===== config.mk =====
export PLATFORM = sky130hd
export DESIGN_NAME = pcie_read_scheduler
export DESIGN_NICKNAME = d
export VERILOG_FILES = /design/src/rtl/pcie_dma_pkg.sv /design/src/rtl/pcie_tag_pool.sv /design/src/rtl/pcie_read_scheduler.sv
export SDC_FILE = /design/constraint.sdc
export NUM_CORES = 1
export LEC_CHECK = 0
export ABC_CLOCK_PERIOD_IN_PS = 19200
export BUFFER_PORTS_ARGS = -buffer_cell sky130_fd_sc_hd__buf_2
export CORE_UTILIZATION = 38
export DETAILED_ROUTE_END_ITERATION = 6
export PLACE_DENSITY = 0.65
export SYNTH_ARGS = -nofsm -noshare
export SYNTH_HDL_FRONTEND = slang
export SYNTH_SLANG_ARGS = --single-unit
export TNS_END_PERCENT = 20

===== constraint.sdc =====
create_clock -name clock -period 19.2 [get_ports clock]
set_input_delay 0 -clock clock [delete_from_list [all_inputs] [get_ports clock]]
set_output_delay 0 -clock clock [all_outputs]
set_load 0.03 [all_outputs]

===== src/rtl/pcie_dma_pkg.sv =====
// pcie_dma_pkg: shared types and constants for the PCIe DMA read-request path
//   state_t    : scheduler FSM states
//   PAGE_BYTES : host page size a single read request must not cross
//   WORD_BYTES : bytes per data word
//   TAG_W      : width of the tag fields on the request/completion ports
package pcie_dma_pkg;
    typedef enum logic [1:0] {IDLE, CALC, ISSUE, DRAIN} state_t;
    localparam int PAGE_BYTES = 4096;
    localparam int WORD_BYTES = 8;
    localparam int TAG_W = 8;
endpackage


===== src/rtl/pcie_tag_pool.sv =====
// pcie_tag_pool: bitmap of outstanding read tags with lowest-free selection
//   clock, reset_n   : clock, async active-low reset
//   alloc, alloc_tag : mark alloc_tag busy on this edge
//   free, free_tag   : release free_tag on this edge
//   avail, low_tag   : a tag is free / lowest-numbered free tag
//   outstanding      : registered count of busy tags
//   bad_free         : free of an out-of-range or already-free tag (combinational)
module pcie_tag_pool
    import pcie_dma_pkg::*;
#(
    parameter int NTAGS = 8
) (
    input  logic             clock,
    input  logic             reset_n,
    input  logic             alloc,
    input  logic [TAG_W-1:0] alloc_tag,
    input  logic             free,
    input  logic [TAG_W-1:0] free_tag,
    output logic             avail,
    output logic [TAG_W-1:0] low_tag,
    output logic [5:0]       outstanding,
    output logic             bad_free
);
    logic [NTAGS-1:0] map, set_v, clr_v, map_nx;
    logic [5:0] cnt_nx;

    // Descending scan so the last hit is the lowest free tag.
    always_comb begin
        set_v = '0;
        clr_v = '0;
        low_tag = '0;
        cnt_nx = '0;
        for (int i = NTAGS - 1; i >= 0; i--) begin
            set_v[i] = alloc && alloc_tag == TAG_W'(i);
            clr_v[i] = free && free_tag == TAG_W'(i) && map[i];
            if (!map[i]) low_tag = TAG_W'(i);
        end
        map_nx = (map | set_v) & ~clr_v;
        for (int i = 0; i < NTAGS; i++) cnt_nx = cnt_nx + 6'(map_nx[i]);
    end

    assign avail = ~&map;
    assign bad_free = free && ~|clr_v;

    // Count is taken from the next bitmap so it never lags the bitmap itself.
    always_ff @(posedge clock or negedge reset_n) begin
        if (!reset_n) begin
            map <= '0;
            outstanding <= '0;
        end else begin
            map <= map_nx;
            outstanding <= cnt_nx;
        end
    end
endmodule


===== src/rtl/pcie_read_scheduler.sv =====
// pcie_read_scheduler: splits a DMA read transfer into tagged, credit-gated PCIe read requests
//   clock, reset_n                    : clock, async active-low reset
//   cmd_valid/ready/address/words     : transfer command (length in 64-bit words)
//   rr_valid/ready/address/words/tag  : read request to the TX engine
//   cpl_done, cpl_tag                 : final completion frees a tag
//   buf_release                       : consumer returns one word of buffer credit
//   busy, done, outstanding, err      : status; err is sticky
module pcie_read_scheduler
    import pcie_dma_pkg::*;
#(
    parameter int NTAGS = 8,
    parameter int MAX_READ_WORDS = 64,
    parameter int BUF_WORDS = 1024
) (
    input  logic             clock,
    input  logic             reset_n,
    input  logic             cmd_valid,
    output logic             cmd_ready,
    input  logic [63:0]      cmd_address,
    input  logic [19:0]      cmd_words,
    output logic             rr_valid,
    input  logic             rr_ready,
    output logic [63:0]      rr_address,
    output logic [9:0]       rr_words,
    output logic [TAG_W-1:0] rr_tag,
    input  logic             cpl_done,
    input  logic [TAG_W-1:0] cpl_tag,
    input  logic             buf_release,
    output logic             busy,
    output logic             done,
    output logic [5:0]       outstanding,
    output logic             err
);
    localparam int CW = $clog2(BUF_WORDS) + 1;

    state_t state, state_nx;
    logic [63:0] addr;
    logic [19:0] rem;
    logic [CW-1:0] credits;
    logic [CW:0] credit_sum;
    logic [9:0] page_left, cap, chunk;
    logic [TAG_W-1:0] free_tag;
    logic tag_avail, bad_free, accept, hs, can_issue, credit_over;

    pcie_tag_pool #(.NTAGS(NTAGS)) u_pool (
        .clock(clock),
        .reset_n(reset_n),
        .alloc(hs),
        .alloc_tag(rr_tag),
        .free(cpl_done),
        .free_tag(cpl_tag),
        .avail(tag_avail),
        .low_tag(free_tag),
        .outstanding(outstanding),
        .bad_free(bad_free)
    );

    assign accept = cmd_valid && cmd_ready;
    assign hs = rr_valid && rr_ready;
    assign busy = state != IDLE;
    // Words left before the next 4 KB boundary; always 1..512 since addr is word aligned.
    assign page_left = 10'((PAGE_BYTES - int'(addr[11:0])) / WORD_BYTES);
    assign cap = (10'(MAX_READ_WORDS) < page_left) ? 10'(MAX_READ_WORDS) : page_left;
    assign chunk = (rem < 20'(cap)) ? rem[9:0] : cap;
    assign can_issue = tag_avail && 32'(credits) >= 32'(chunk);
    // Cannot underflow: a request only issues when credits cover it.
    assign credit_sum = {1'b0, credits} - (hs ? (CW+1)'(rr_words) : '0) + (CW+1)'(buf_release);
    assign credit_over = credit_sum > (CW+1)'(BUF_WORDS);

    always_comb begin
        state_nx = state;
        case (state)
            IDLE:  state_nx = (accept && cmd_words != '0) ? CALC : IDLE;
            CALC:  state_nx = can_issue ? ISSUE : CALC;
            ISSUE: state_nx = hs ? ((rem == 20'(rr_words)) ? DRAIN : CALC) : ISSUE;
            DRAIN: state_nx = (outstanding == '0) ? IDLE : DRAIN;
            default: state_nx = IDLE;
        endcase
    end

    always_ff @(posedge clock or negedge reset_n) begin
        if (!reset_n) begin
            state <= IDLE;
            cmd_ready <= 1'b0;
            done <= 1'b0;
            err <= 1'b0;
            addr <= '0;
            rem <= '0;
            credits <= CW'(BUF_WORDS);
            rr_valid <= 1'b0;
            rr_address <= '0;
            rr_words <= '0;
            rr_tag <= '0;
        end else begin
            state <= state_nx;
            cmd_ready <= state_nx == IDLE;
            done <= (accept && cmd_words == '0) || (state == DRAIN && outstanding == '0);
            err <= err || bad_free || credit_over;
            credits <= credit_over ? CW'(BUF_WORDS) : credit_sum[CW-1:0];
            if (accept) begin
                addr <= cmd_address & ~64'h7;
                rem <= cmd_words;
            end
            if (state == CALC && can_issue) begin
                rr_valid <= 1'b1;
                rr_address <= addr;
                rr_words <= chunk;
                rr_tag <= free_tag;
            end
            if (hs) begin
                rr_valid <= 1'b0;
                addr <= addr + 64'(rr_words) * 64'(WORD_BYTES);
                rem <= rem - 20'(rr_words);
            end
        end
    end
endmodule

==> impl_results.md, run 1 <==
- Status: finished clean
- Cell Pwr Density: 167 mW/mm2
- Worst hold stages: 3
- Die ar.: 0.0296 mm2
- Post_cts resized: 0
- Total Wirelength: 32.0 mm
- Hold Violations, Final: 0
- Synth Register Bits: 184
- Placed Area: 0.0122 mm2
- Clock tree buffer depth: 2
- Worst Hold Class: in -> reg
- Fin crit share: 0.360
- Post-Syn Instances: 1,133
- CTS H-tree depth: 4
- Worst vdd ir: 93.1 uV
- Reg-to-reg critical path endpoint: rr_address[31]
- Max stage delay on crit path: 0.64 ns
- Starting DRT DRC Count: 648
- Layout area overhead: 24.4%
- Clk_lat worst skew: 0.46 ns
- Antenna violations before repair: 2
- YS warnings: 0
- Worst path required time: 19.53 ns
- CP cell instances: inv_1 > ha_1 > or4b_2 > or4_1 > and2_1 > o31ai_1 > nand3_1 > ha_1 > a21o_1 > a311oi_1 > nor2_1 > a2111o_1 > nor3_4 > mux2i_1 > ha_1 > nand2b_1 > a21oi_1 > o21ai_0 > a31o_2 > nand4b_1 > buf_4 > mux2_2
- Grt total ovfl: 0
- Vias: 9,852
- Flop-to-flop setup slack: 12.29 ns
- Num CTS Buffers: 17
- Startpoint Class: flop
- Clock Pin Slew Worst Setup and Hold Paths: 0.08 ns
- RSZ-0062 raised after global routing: false
- Post-synth ARST share: 1.00
- Hold_sp: cpl_tag[1]
- Layout cells sized above 1: 0.225
- Mapped Area: 0.0110 mm2
- Chip Height: 172 um
- Vias per Instance: 5.57
- Worst slew pin tran: 1.00 ns
- Top FF cell, synth: dfrtp_1
- Worst Setup End Kind: flop
- Gpl congestion: 0.876
- Seq pwr share: 0.332
- Fin nets: 1,544
- Buf/Inv on CP: 2
- PortBufs: 177
- Vias in the first global route: 9,563
- Setup-failing EPs final: 0
- Maximum clock frequency: 0.145 GHz
- Internal: 1.23 mW
- DR WL/cell: 18.1 um
- Tot GR Track Use: 0.222
- R2r startpoint: addr[4]
- Logic pwr share: 0.511
- P_sw: 1.06 mW
- Syn avg cell area: 9.69 um2
- CTS sink count: 184
- Clk pwr share: 0.156
- Finished Cell Area: 0.0137 mm2
- First-pass GRT wire length: 50.9 mm
- Synth unique cells: 73
- Row count: 61
- TNS Setup: 0 ns
- Post-synth EDFFs: 0
- Hold EP: u_pool.map[0]
- Core Region: 0.0281 mm2
- Crit-path most repeated cell: ha_1
- Pins Over Slew Limit: 0
- Final HPWL DP: 22.9 mm
- Chip width: 172 um
- MaxCap Viol Count: 0
- Critical path's slowest cell: or4b_2
- CP startpoint: addr[4]
- Leakage power: 6.03 nW
- Cts hold-fix bufs: 82
- Crit-path leading delay family: simple AND/OR/NAND/NOR gates
- Crit path arrival time: 7.24 ns
- Largest net degree at the start of global routing: 73
- Switching Fraction: 0.462
- CP max FO: 63
- Pre-antenna DRT Iters: 5
- Fin crit period: 6.91 ns
- Post-CTS Setup Repair Bufs: 0
- Clock skew: 0.0229 ns
- I/O pin count: 191
- Seq/Total Area, Yosys: 0.420
- Tot Pwr: 2.29 mW
- R2R depth: 22
- Crit path kind: reg -> reg
- Starting density of the core: 0.391
- Residual DRC: 0
- Relative slew margins: 0.324
- Root buf cell: clkbuf_16
- Post-route ant nets: 0
- CTS tree: yes
## cell type report
type                    count  area (um2)
multi-input cells         855        5990
well taps                 378         473
diodes                      1        2.50
fillers                  2686       14400
clock inverters            14         159
inverters                  47         176
repair buffers            271        1810
flip-flops and latches    184        4610
clock buffers              18         439
## worst register-to-register path, cell delays in order (launching register included)
cell      delay [ns]
dfrtp_1         0.46
inv_1           0.16
ha_1            0.25
or4b_2          0.64
or4_1           0.52
and2_1          0.20
o31ai_1         0.15
nand3_1         0.19
ha_1            0.22
a21o_1          0.17
a311oi_1        0.27
nor2_1          0.08
a2111o_1        0.45
nor3_4          0.49
mux2i_1         0.37
ha_1            0.29
nand2b_1        0.14
a21oi_1         0.15
o21ai_0         0.13
a31o_2          0.28
nand4b_1        0.11
buf_4           0.57
mux2_2          0.51
## cells by family (layout without fill, tap and decap cells)
kind of cell    count (synthesis)  in the layout  share of synthesized area
buf+inv                       105            350                     0.0393
simple gates                  395            395                      0.180
compound gates                272            272                      0.173
flops                         184            184                      0.420
xor+xnor                       23             23                     0.0184
mux                            82             82                     0.0842
other cells                     2             14                   0.000684
fa+ha+maj                      70             70                     0.0846
## cell usage in the layout, fill, tap and decap left out, types with 6 or more instances in the layout
| cell | instances |
|---|---|
| mux2i_1 | 17 |
| a211oi_1 | 30 |
| and3_1 | 28 |
| xor2_1 | 13 |
| a21o_1 | 10 |
| clkbuf_16 | 17 |
| a31oi_1 | 10 |
| o22ai_1 | 8 |
| nor4_1 | 17 |
| dfrtp_1 | 183 |
| o221a_2 | 6 |
| nor2_1 | 76 |
| nand4_1 | 12 |
| mux2_2 | 63 |
| inv_1 | 47 |
| o21a_1 | 13 |
| o211ai_1 | 15 |
| nand2_1 | 119 |
| buf_2 | 176 |
| o21ai_0 | 61 |
| and2_1 | 6 |
| dlygate4sd3_1 | 82 |
| a311oi_1 | 16 |
| xnor2_1 | 10 |
| nand2b_1 | 15 |
| or2_2 | 6 |
| buf_4 | 12 |
| nor3_1 | 40 |
| ha_1 | 63 |
| nor2b_1 | 7 |
| fa_1 | 7 |
| o311ai_0 | 25 |
| conb_1 | 13 |
| nand3_1 | 32 |
| a21oi_1 | 38 |
## cell usage after synthesis (25+ instances only)
| cell type | n | share of area |
|---|---|---|
| dfrtp_1 | 183 | 0.42 |
| a21oi_1 | 38 | 0.017 |
| clkbuf_1 | 40 | 0.014 |
| nand2_1 | 119 | 0.041 |
| o311ai_0 | 25 | 0.020 |
| nand3_1 | 33 | 0.015 |
| ha_1 | 63 | 0.072 |
| a211oi_1 | 30 | 0.021 |
| o21ai_0 | 61 | 0.028 |
| nor3_1 | 40 | 0.018 |
| nor2_1 | 77 | 0.026 |
| and3_1 | 28 | 0.016 |
| inv_1 | 47 | 0.016 |
| mux2_2 | 63 | 0.065 |
## sequential cells by signal, indices dropped and copies added, names as in the netlist, 2 cells and up
name and cells:
addr 61, rr_address 61, rem 20, credits 11, rr_words 10, u_pool.map 8, u_pool.outstanding 4, rr_tag 3
state 2
## metrics by stage
stage / instances / hold WS (ns) / util / worst slack (ns)
after global placement: 1653 / 0.00847 / 0.436 / 12.39
after global routing: 1767 / 0.0449 / 0.486 / 12.00
after detailed placement: 1653 / 0.0140 / 0.436 / 12.28
after CTS: 1767 / 0.00176 / 0.486 / 12.22
final: 1768 / 0.0256 / 0.486 / 12.29
after floorplan: 1144 / -0.296 / - / 13.00
## metal layers
metal  GRT usage  routed length [um]
met5           0                  13
met4      0.0800                 820
met3      0.0451                1880
met2       0.355               14900
met1       0.297               14400
## power groups by stage
stage | Sequential (mW) | Combinational [mW] | Clock (mW)
2_1_floorplan | 0.847 | 0.746 | 0
5_1_grt | 0.790 | 1.30 | 0.381
3_5_place_dp | 0.762 | 1.15 | 0
6_report | 0.760 | 1.17 | 0.357
4_1_cts | 0.756 | 1.17 | 0.368
3_3_place_gp | 0.756 | 1.12 | 0
## how the worst max path moves through the flow
stage / end / slack [ns] / cells past startpoint
after floorplan: rr_address[41] / 13.00 / 24
after global placement: rr_address[18] / 12.39 / 22
after detailed placement: rr_address[25] / 12.28 / 22
after CTS: rr_address[31] / 12.22 / 22
after global routing: rr_address[18] / 12.00 / 22
final: rr_address[31] / 12.29 / 22
(Power assumes the default switching activity.)
==> inputs of run 2 (changes only) <==
--- a/config.mk
+++ b/config.mk
@@ -5,7 +5,7 @@
 export SDC_FILE = /design/constraint.sdc
 export NUM_CORES = 1
 export LEC_CHECK = 0
-export ABC_CLOCK_PERIOD_IN_PS = 19200
+export ABC_CLOCK_PERIOD_IN_PS = 6850
 export BUFFER_PORTS_ARGS = -buffer_cell sky130_fd_sc_hd__buf_2
 export CORE_UTILIZATION = 38
 export DETAILED_ROUTE_END_ITERATION = 6
==> constraint.sdc (replaced) <==
create_clock -name clock -period 6.85 [get_ports clock]
set_input_delay 0 -clock clock [delete_from_list [all_inputs] [get_ports clock]]
set_output_delay 0 -clock clock [all_outputs]
set_load 0.03 [all_outputs]
==> run 2 against run 1 <==
  * Power increased to 2.8 times the previous value
  * Worst hold slack got worse by 0.0080 ns
  * Register-to-register slack got worse by 12 ns
  * Non-clock buffer count increased by 2
  * Core utilization increased by 0.24 points
  * Largest cell class unchanged
==> impl_results.md, run 2 (same netlist as run 1, synthesis figures left out) <==
- Status: finished clean (unchanged)
- Pre-antenna DRT Iters: 6 (was 5)
- Chip width: 172 um (unchanged)
- Worst vdd ir: 280 uV (was 93.1 uV)
- CTS sink count: 184 (unchanged)
- Pre-CTS WS: 0.449 ns (was 12.28 ns)
- Worst slew pin tran: 0.993 ns (was 1.00 ns)
- Switching Fraction: 0.460 (was 0.462)
- Relative slew margins: 0.335 (was 0.324)
- Root buf cell: clkbuf_16 (unchanged)
- Worst hold stages: 3 (unchanged)
- Residual DRC: 0 (unchanged)
- Row count: 61 (unchanged)
- Clock skew: 0.0140 ns (was 0.0229 ns)
- Layout cells sized above 1: 0.226 (was 0.225)
- Fin crit share: 0.916 (was 0.360)
- R2R depth: 23 (was 22)
- Fin nets: 1,546 (was 1,544)
- Clock Pin Slew Worst Setup and Hold Paths: 0.08 ns (about the same)
- Clock tree buffer depth: 2 (unchanged)
- Worst Hold Class: in -> reg (unchanged)
- Fillcell total: 2,696 (was 2,686)
- Startpoint Class: flop (unchanged)
- Antenna violations before repair: 2 (unchanged)
- First-pass GRT wire length: 50.8 mm (was 50.9 mm)
- Num CTS Buffers: 17 (unchanged)
- Setup ws final: 0.572 ns (was 12.29 ns)
- DR WL/cell: 18.1 um (about the same)
- Setup-failing EPs final: 0 (unchanged)
- Starting density of the core: 0.391 (unchanged)
- Worst Setup End Kind: flop (unchanged)
- Leakage power: 6.06 nW (was 6.03 nW)
- Vias per Instance: 5.58 (was 5.57)
- Hold Violations, Final: 0 (unchanged)
- Vias: 9,876 (was 9,852)
- Grt total ovfl: 0 (unchanged)
- Chip Height: 172 um (unchanged)
- Cell Pwr Density: 471 mW/mm2 (was 167 mW/mm2)
- Reg-to-reg critical path endpoint: rr_address[16] (was rr_address[31])
- P_sw: 2.97 mW (was 1.06 mW)
- Clk pwr share: 0.162 (was 0.156)
- Fin crit period: 6.28 ns (was 6.91 ns)
- Die ar.: 0.0296 mm2 (unchanged)
- Worst path required time: 7.17 ns (was 19.53 ns)
- Most frequent cells in the layout: dfrtp_1, buf_2, nand2_1 (unchanged)
- PortBufs: 177 (unchanged)
- R2r startpoint: addr[4] (unchanged)
- Clk_lat worst skew: 0.44 ns (was 0.46 ns)
- Gpl congestion: 0.927 (was 0.876)
- Largest regs: addr (61), rr_address (61), rem (20) (unchanged)
- Final HPWL DP: 22.8 mm (was 22.9 mm)
- Seq pwr share: 0.331 (was 0.332)
- MaxCap Viol Count: 0 (unchanged)
- Pins Over Slew Limit: 0 (unchanged)
- Core Region: 0.0281 mm2 (unchanged)
- Crit path kind: reg -> reg (unchanged)
- Starting DRT DRC Count: 716 (was 648)
- Total Wirelength: 32.0 mm (about the same)
- Hold_sp: cpl_tag[1] (unchanged)
- Internal: 3.49 mW (was 1.23 mW)
- Commonest non-fill, non-tap cell in the layout: dfrtp_1 (unchanged)
- I/O pin count: 191 (unchanged)
- Post-route ant nets: 0 (unchanged)
- Crit path arrival time: 6.59 ns (was 7.24 ns)
- CTS H-tree depth: 4 (unchanged)
- RSZ-0062 raised after global routing: false (unchanged)
- Layout area overhead: 25.0% (was 24.4%)
- Tot GR Track Use: 0.222 (about the same)
- Fin util: 0.489 (was 0.486)
- Largest net degree at the start of global routing: 112 (was 73)
- Hold EP: u_pool.map[0] (unchanged)
- Vias in the first global route: 9,504 (was 9,563)
- Maximum clock frequency: 0.159 GHz (was 0.145 GHz)
- Logic pwr share: 0.507 (was 0.511)
- CP max FO: 63 (unchanged)
- TNS Setup: 0 ns (unchanged)
- CTS tree: yes (unchanged)
- Flop-to-flop setup slack: 0.57 ns (was 12.29 ns)
## run 2: worst max-delay path: stages, from the launching register on
cell	delay (ns)
dfrtp_1	0.46
inv_1	0.16
ha_1	0.25
or4b_2	0.63
or4_1	0.51
and2_1	0.21
o31ai_1	0.14
nand3_1	0.18
ha_1	0.21
a21o_1	0.17
a311oi_1	0.27
nor2_1	0.08
a2111o_1	0.45
nor3_4	0.21
buf_12	0.15
mux2i_1	0.25
ha_1	0.27
nand2b_1	0.14
a21oi_1	0.13
o21ai_0	0.11
a31o_2	0.27
nand4b_1	0.16
buf_12	0.28
mux2_2	0.37
## run 2: worst max-delay path by stage
stage | slack, ns | cells past startpoint | to | start
2_1_floorplan | 0.65 | 24 | rr_address[41] | addr[3]
3_3_place_gp | 0.59 | 21 | rr_address[5] | addr[4]
3_5_place_dp | 0.45 | 22 | rr_address[5] | addr[4]
6_report | 0.57 | 23 | rr_address[16] | addr[4]
4_1_cts | 0.41 | 22 | rr_address[5] | addr[4]
5_1_grt | 0.17 | 23 | rr_address[9] | addr[4]
## run 2: per-layer routing
layer | wire (um) | share of wire | GRT usage | vias up
met5 | 17 | 0.00053 | 0 | -
met4 | 1290 | 0.040 | 0.106 | 2
met3 | 1780 | 0.056 | 0.0398 | 70
met2 | 14300 | 0.45 | 0.337 | 338
met1 | 14600 | 0.46 | 0.305 | 4759
li1 | - | - | - | 4707
## run 2: cell type report
class | instances | area [um2] | share of cell area
Inverter | 47 | 176 | 0.0129
Antenna cell | 1 | 2.50 | 0.000182
Timing Repair Buffer | 273 | 1850 | 0.134
Clock buffer | 17 | 425 | 0.0310
Clock inverter | 15 | 200 | 0.0146
Sequential cell | 184 | 4610 | 0.336
Tap cell | 378 | 473 | 0.0345
Multi-Input combinational cell | 855 | 5990 | 0.437
## run 2: power groups by stage
stage | sequential, mW | combinational (mW) | clock [mW]
floorplan | 2.37 | 2.09 | 0
global placement | 2.13 | 3.17 | 0
detailed placement | 2.14 | 3.24 | 0
CTS | 2.12 | 3.29 | 1.07
global route | 2.21 | 3.65 | 1.12
finish | 2.14 | 3.28 | 1.05
## run 2: timing repair
action,4_1_cts,5_1_grt
buffers inserted,0,3
resized for setup,0,0
hold buffers,82,0
setup endpoints to repair,0,36
hold endpoints to repair,188,0
## run 2: stage by stage
step / total power, mW / std cells / hold slack, ns / area, um2
2_1_floorplan: 4.46 / 1144 / -0.296 / 11000
5_1_grt: 6.98 / 1769 / 0.0325 / 13700
3_5_place_dp: 5.39 / 1652 / 0.193 / 12200
6_report: 6.46 / 1770 / 0.0176 / 13700
3_3_place_gp: 5.30 / 1652 / 0.192 / 12200
4_1_cts: 6.49 / 1766 / 0.00686 / 13700
==> inputs of run 3 (changes only) <==
--- a/config.mk
+++ b/config.mk
@@ -9,6 +9,7 @@
 export BUFFER_PORTS_ARGS = -buffer_cell sky130_fd_sc_hd__buf_2
 export CORE_UTILIZATION = 38
 export DETAILED_ROUTE_END_ITERATION = 6
+export MAX_ROUTING_LAYER = met4
 export PLACE_DENSITY = 0.65
 export SYNTH_ARGS = -nofsm -noshare
 export SYNTH_HDL_FRONTEND = slang
==> constraint.sdc (replaced) <==
create_clock -name clock -period 6.85 [get_ports clock]
set_input_delay 0.685 -clock clock [delete_from_list [all_inputs] [get_ports clock]]
set_output_delay 0.685 -clock clock [all_outputs]
set_load 0.01 [all_outputs]
==> run 3 against run 2 <==
  * Maximum frequency shrank 2.6%
  * Clock power shrank 5%
  * Setup slack lost 0.17 ns
  * Sequential share of layout area grew 2.3 points
  * Combinational power shrank 11%
  * Clock skew grew 0.00059 ns
  * Critical path depth shrank 1
  * Non-clock buffer count shrank 84
  * Power shrank 6.7%
  * Routed wire length shrank 3.1%
  * Critical endpoint is now rr_address[19]
  * Largest power group unchanged
==> impl_results.md, run 3 (same netlist as run 1, synthesis figures left out) <==
- Area of the multi-input gates: 0.00599 mm2 (unchanged)
- Startpoint Class: flop (unchanged)
- I/O pin count: 191 (unchanged)
- Cts hold-fix bufs: 0 (was 82)
- Total Wirelength: 31.0 mm (was 32.0 mm)
- Clk_lat worst skew: 0.44 ns (about the same)
- Worst vdd ir: 233 uV (was 280 uV)
- Clock skew: 0.0146 ns (was 0.0140 ns)
- Grt total ovfl: 0 (unchanged)
- CP max FO: 63 (unchanged)
- Num CTS Buffers: 17 (unchanged)
- Vias per Instance: 5.61 (was 5.58)
- CTS H-tree depth: 4 (unchanged)
- Worst path required time: 7.16 ns (was 7.17 ns)
- R2r startpoint: addr[4] (unchanged)
- Starting density of the core: 0.391 (unchanged)
- DR WL/cell: 18.4 um (was 18.1 um)
- M1 wire length: 14.7 mm (was 14.6 mm)
- CTS sink count: 184 (unchanged)
- Commonest non-fill, non-tap cell in the layout: dfrtp_1 (unchanged)
- Maximum clock frequency: 0.155 GHz (was 0.159 GHz)
- WL met3: 1.46 mm (was 1.78 mm)
- Final HPWL DP: 22.9 mm (was 22.8 mm)
- Tot GR Track Use: 0.224 (was 0.222)
- Fin crit period: 6.44 ns (was 6.28 ns)
- Crit path arrival time: 6.76 ns (was 6.59 ns)
- Pins Over Slew Limit: 0 (unchanged)
- Chip Height: 172 um (unchanged)
- MaxCap Viol Count: 0 (unchanged)
- TNS Setup: 0 ns (unchanged)
- Die ar.: 0.0296 mm2 (unchanged)
- Post-route ant nets: 0 (unchanged)
- Crit path kind: reg -> reg (unchanged)
- Hold Violations, Final: 0 (unchanged)
- Clock Pin Slew Worst Setup and Hold Paths: 0.08 ns (about the same)
- FF/Latch Area: 0.00461 mm2 (unchanged)
- Worst Hold Class: in -> async (was in -> reg)
- Largest regs: addr (61), rr_address (61), rem (20) (unchanged)
- Largest net degree at the start of global routing: 110 (was 112)
- CTS tree: yes (unchanged)
- First-pass GRT wire length: 49.6 mm (was 50.8 mm)
- Core Region: 0.0281 mm2 (unchanged)
- Root buf cell: clkbuf_16 (unchanged)
- RSZ-0062 raised after global routing: false (unchanged)
- Fin crit share: 0.941 (was 0.916)
- Gpl congestion: 0.927 (about the same)
- Worst slew pin tran: 0.978 ns (was 0.993 ns)
- Layout cells sized above 1: 0.239 (was 0.226)
- Antenna violations before repair: 5 (was 2)
- Chip width: 172 um (unchanged)
- CP startpoint: addr[4] (unchanged)
- Most frequent cells in the layout: dfrtp_1, buf_2, nand2_1 (unchanged)
- Row count: 61 (unchanged)
- Cell Pwr Density: 469 mW/mm2 (was 471 mW/mm2)
- Fillcell total: 2,779 (was 2,696)
- Setup-failing EPs final: 0 (unchanged)
- Layout area overhead: 17.1% (was 25.0%)
- Relative slew margins: 0.339 (was 0.335)
- Worst Setup End Kind: flop (unchanged)
- Reg-to-reg critical path endpoint: rr_address[19] (was rr_address[16])
- Highest Signal Layer: met4 (was met5)
- Starting DRT DRC Count: 746 (was 716)
- Tot Pwr: 6.03 mW (was 6.46 mW)
- Vias: 9,473 (was 9,876)
- Leakage power: 5.69 nW (was 6.06 nW)
- Flop-to-flop setup slack: 0.41 ns (was 0.57 ns)
- PortBufs: 177 (unchanged)
- CP Capture Point: rr_address[19] (was rr_address[16])
- Clock tree buffer depth: 2 (unchanged)
- Residual DRC: 0 (unchanged)
- R2R depth: 22 (was 23)
- Vias in the first global route: 9,093 (was 9,504)
- Status: finished clean (unchanged)
- Fin nets: 1,462 (was 1,546)
- Met2 WL post-DR: 13.9 mm (was 14.3 mm)
- Pre-antenna DRT Iters: 5 (was 6)
-- run 3: cell count changes in the layout (fill, tap and decap cells not counted), moves of 2 or more --
cell	before	now
clkinv_4	2	5
diode_2	1	5
dlygate4sd3_1	82	0
inv_6	3	1
-- run 3: cell type report --
cell class	count	area share
Tap cell	378	0.0368
Inverter	47	0.0137
Antenna cell	5	0.000973
Clock inverter	15	0.0135
Sequential cell	184	0.358
Timing Repair Buffer	189	0.0776
Clock buffer	17	0.0331
Multi-Input combinational cell	855	0.466
-- run 3: worst min-delay path by stage --
stage                  startpoint       endpoint  slack (ns)  cells after the start
finish                    reset_n     credits[0]        0.36                      1
global route              reset_n     credits[0]        0.42                      1
CTS                       reset_n  u_pool.map[0]        0.41                      1
detailed placement            err            err        0.47                      2
global placement    rr_address[3]  rr_address[3]        0.46                      2
floorplan                 reset_n       addr[10]        0.39                      0
-- run 3: power breakdown --
part	leakage [nW]	internal, mW	switching [mW]
Combinational	3.19	1.33	1.57
Clock	0.293	0.496	0.505
Sequential	2.21	1.59	0.530
Total	5.69	3.42	2.61
-- run 3: metrics by stage --
stage	std cells	setup WS, ns	hold slack [ns]	cell area [um2]	utilization
floorplan	1144	0.648	0.389	11000	-
global placement	1653	0.500	0.464	12200	0.436
detailed placement	1653	0.390	0.473	12200	0.436
CTS	1685	0.362	0.412	12800	0.457
global route	1690	0.0117	0.418	12900	0.458
finish	1690	0.406	0.358	12900	0.458
-- run 3: layer usage --
layer  vias to the layer above  global-route usage
met2                       250               0.332
li1                       4541                   -
met1                      4637               0.304
met5                         -                   -
met3                        45              0.0339
met4                         0              0.0943
-- run 3: worst max-delay path: stages (launching register included) --
cell	delay (ns)
dfrtp_1	0.47
inv_1	0.15
ha_1	0.22
or4b_2	0.64
or4_1	0.51
and2_1	0.20
o31ai_1	0.15
nand3_1	0.21
ha_1	0.23
a21o_1	0.17
a311oi_1	0.26
nor2_1	0.07
a2111o_1	0.45
nor3_4	0.44
mux2i_1	0.31
ha_1	0.26
nand2b_1	0.14
a21oi_1	0.14
o21ai_0	0.12
a31o_2	0.28
nand4b_1	0.17
buf_12	0.28
mux2_2	0.38
-- run 3: repair_timing --
item / CTS / global route
endpoints found under the setup margin: 0 / 2
setup buffers: 0 / 0
gates resized for setup: 0 / 0
endpoints found under the hold margin: 0 / 0
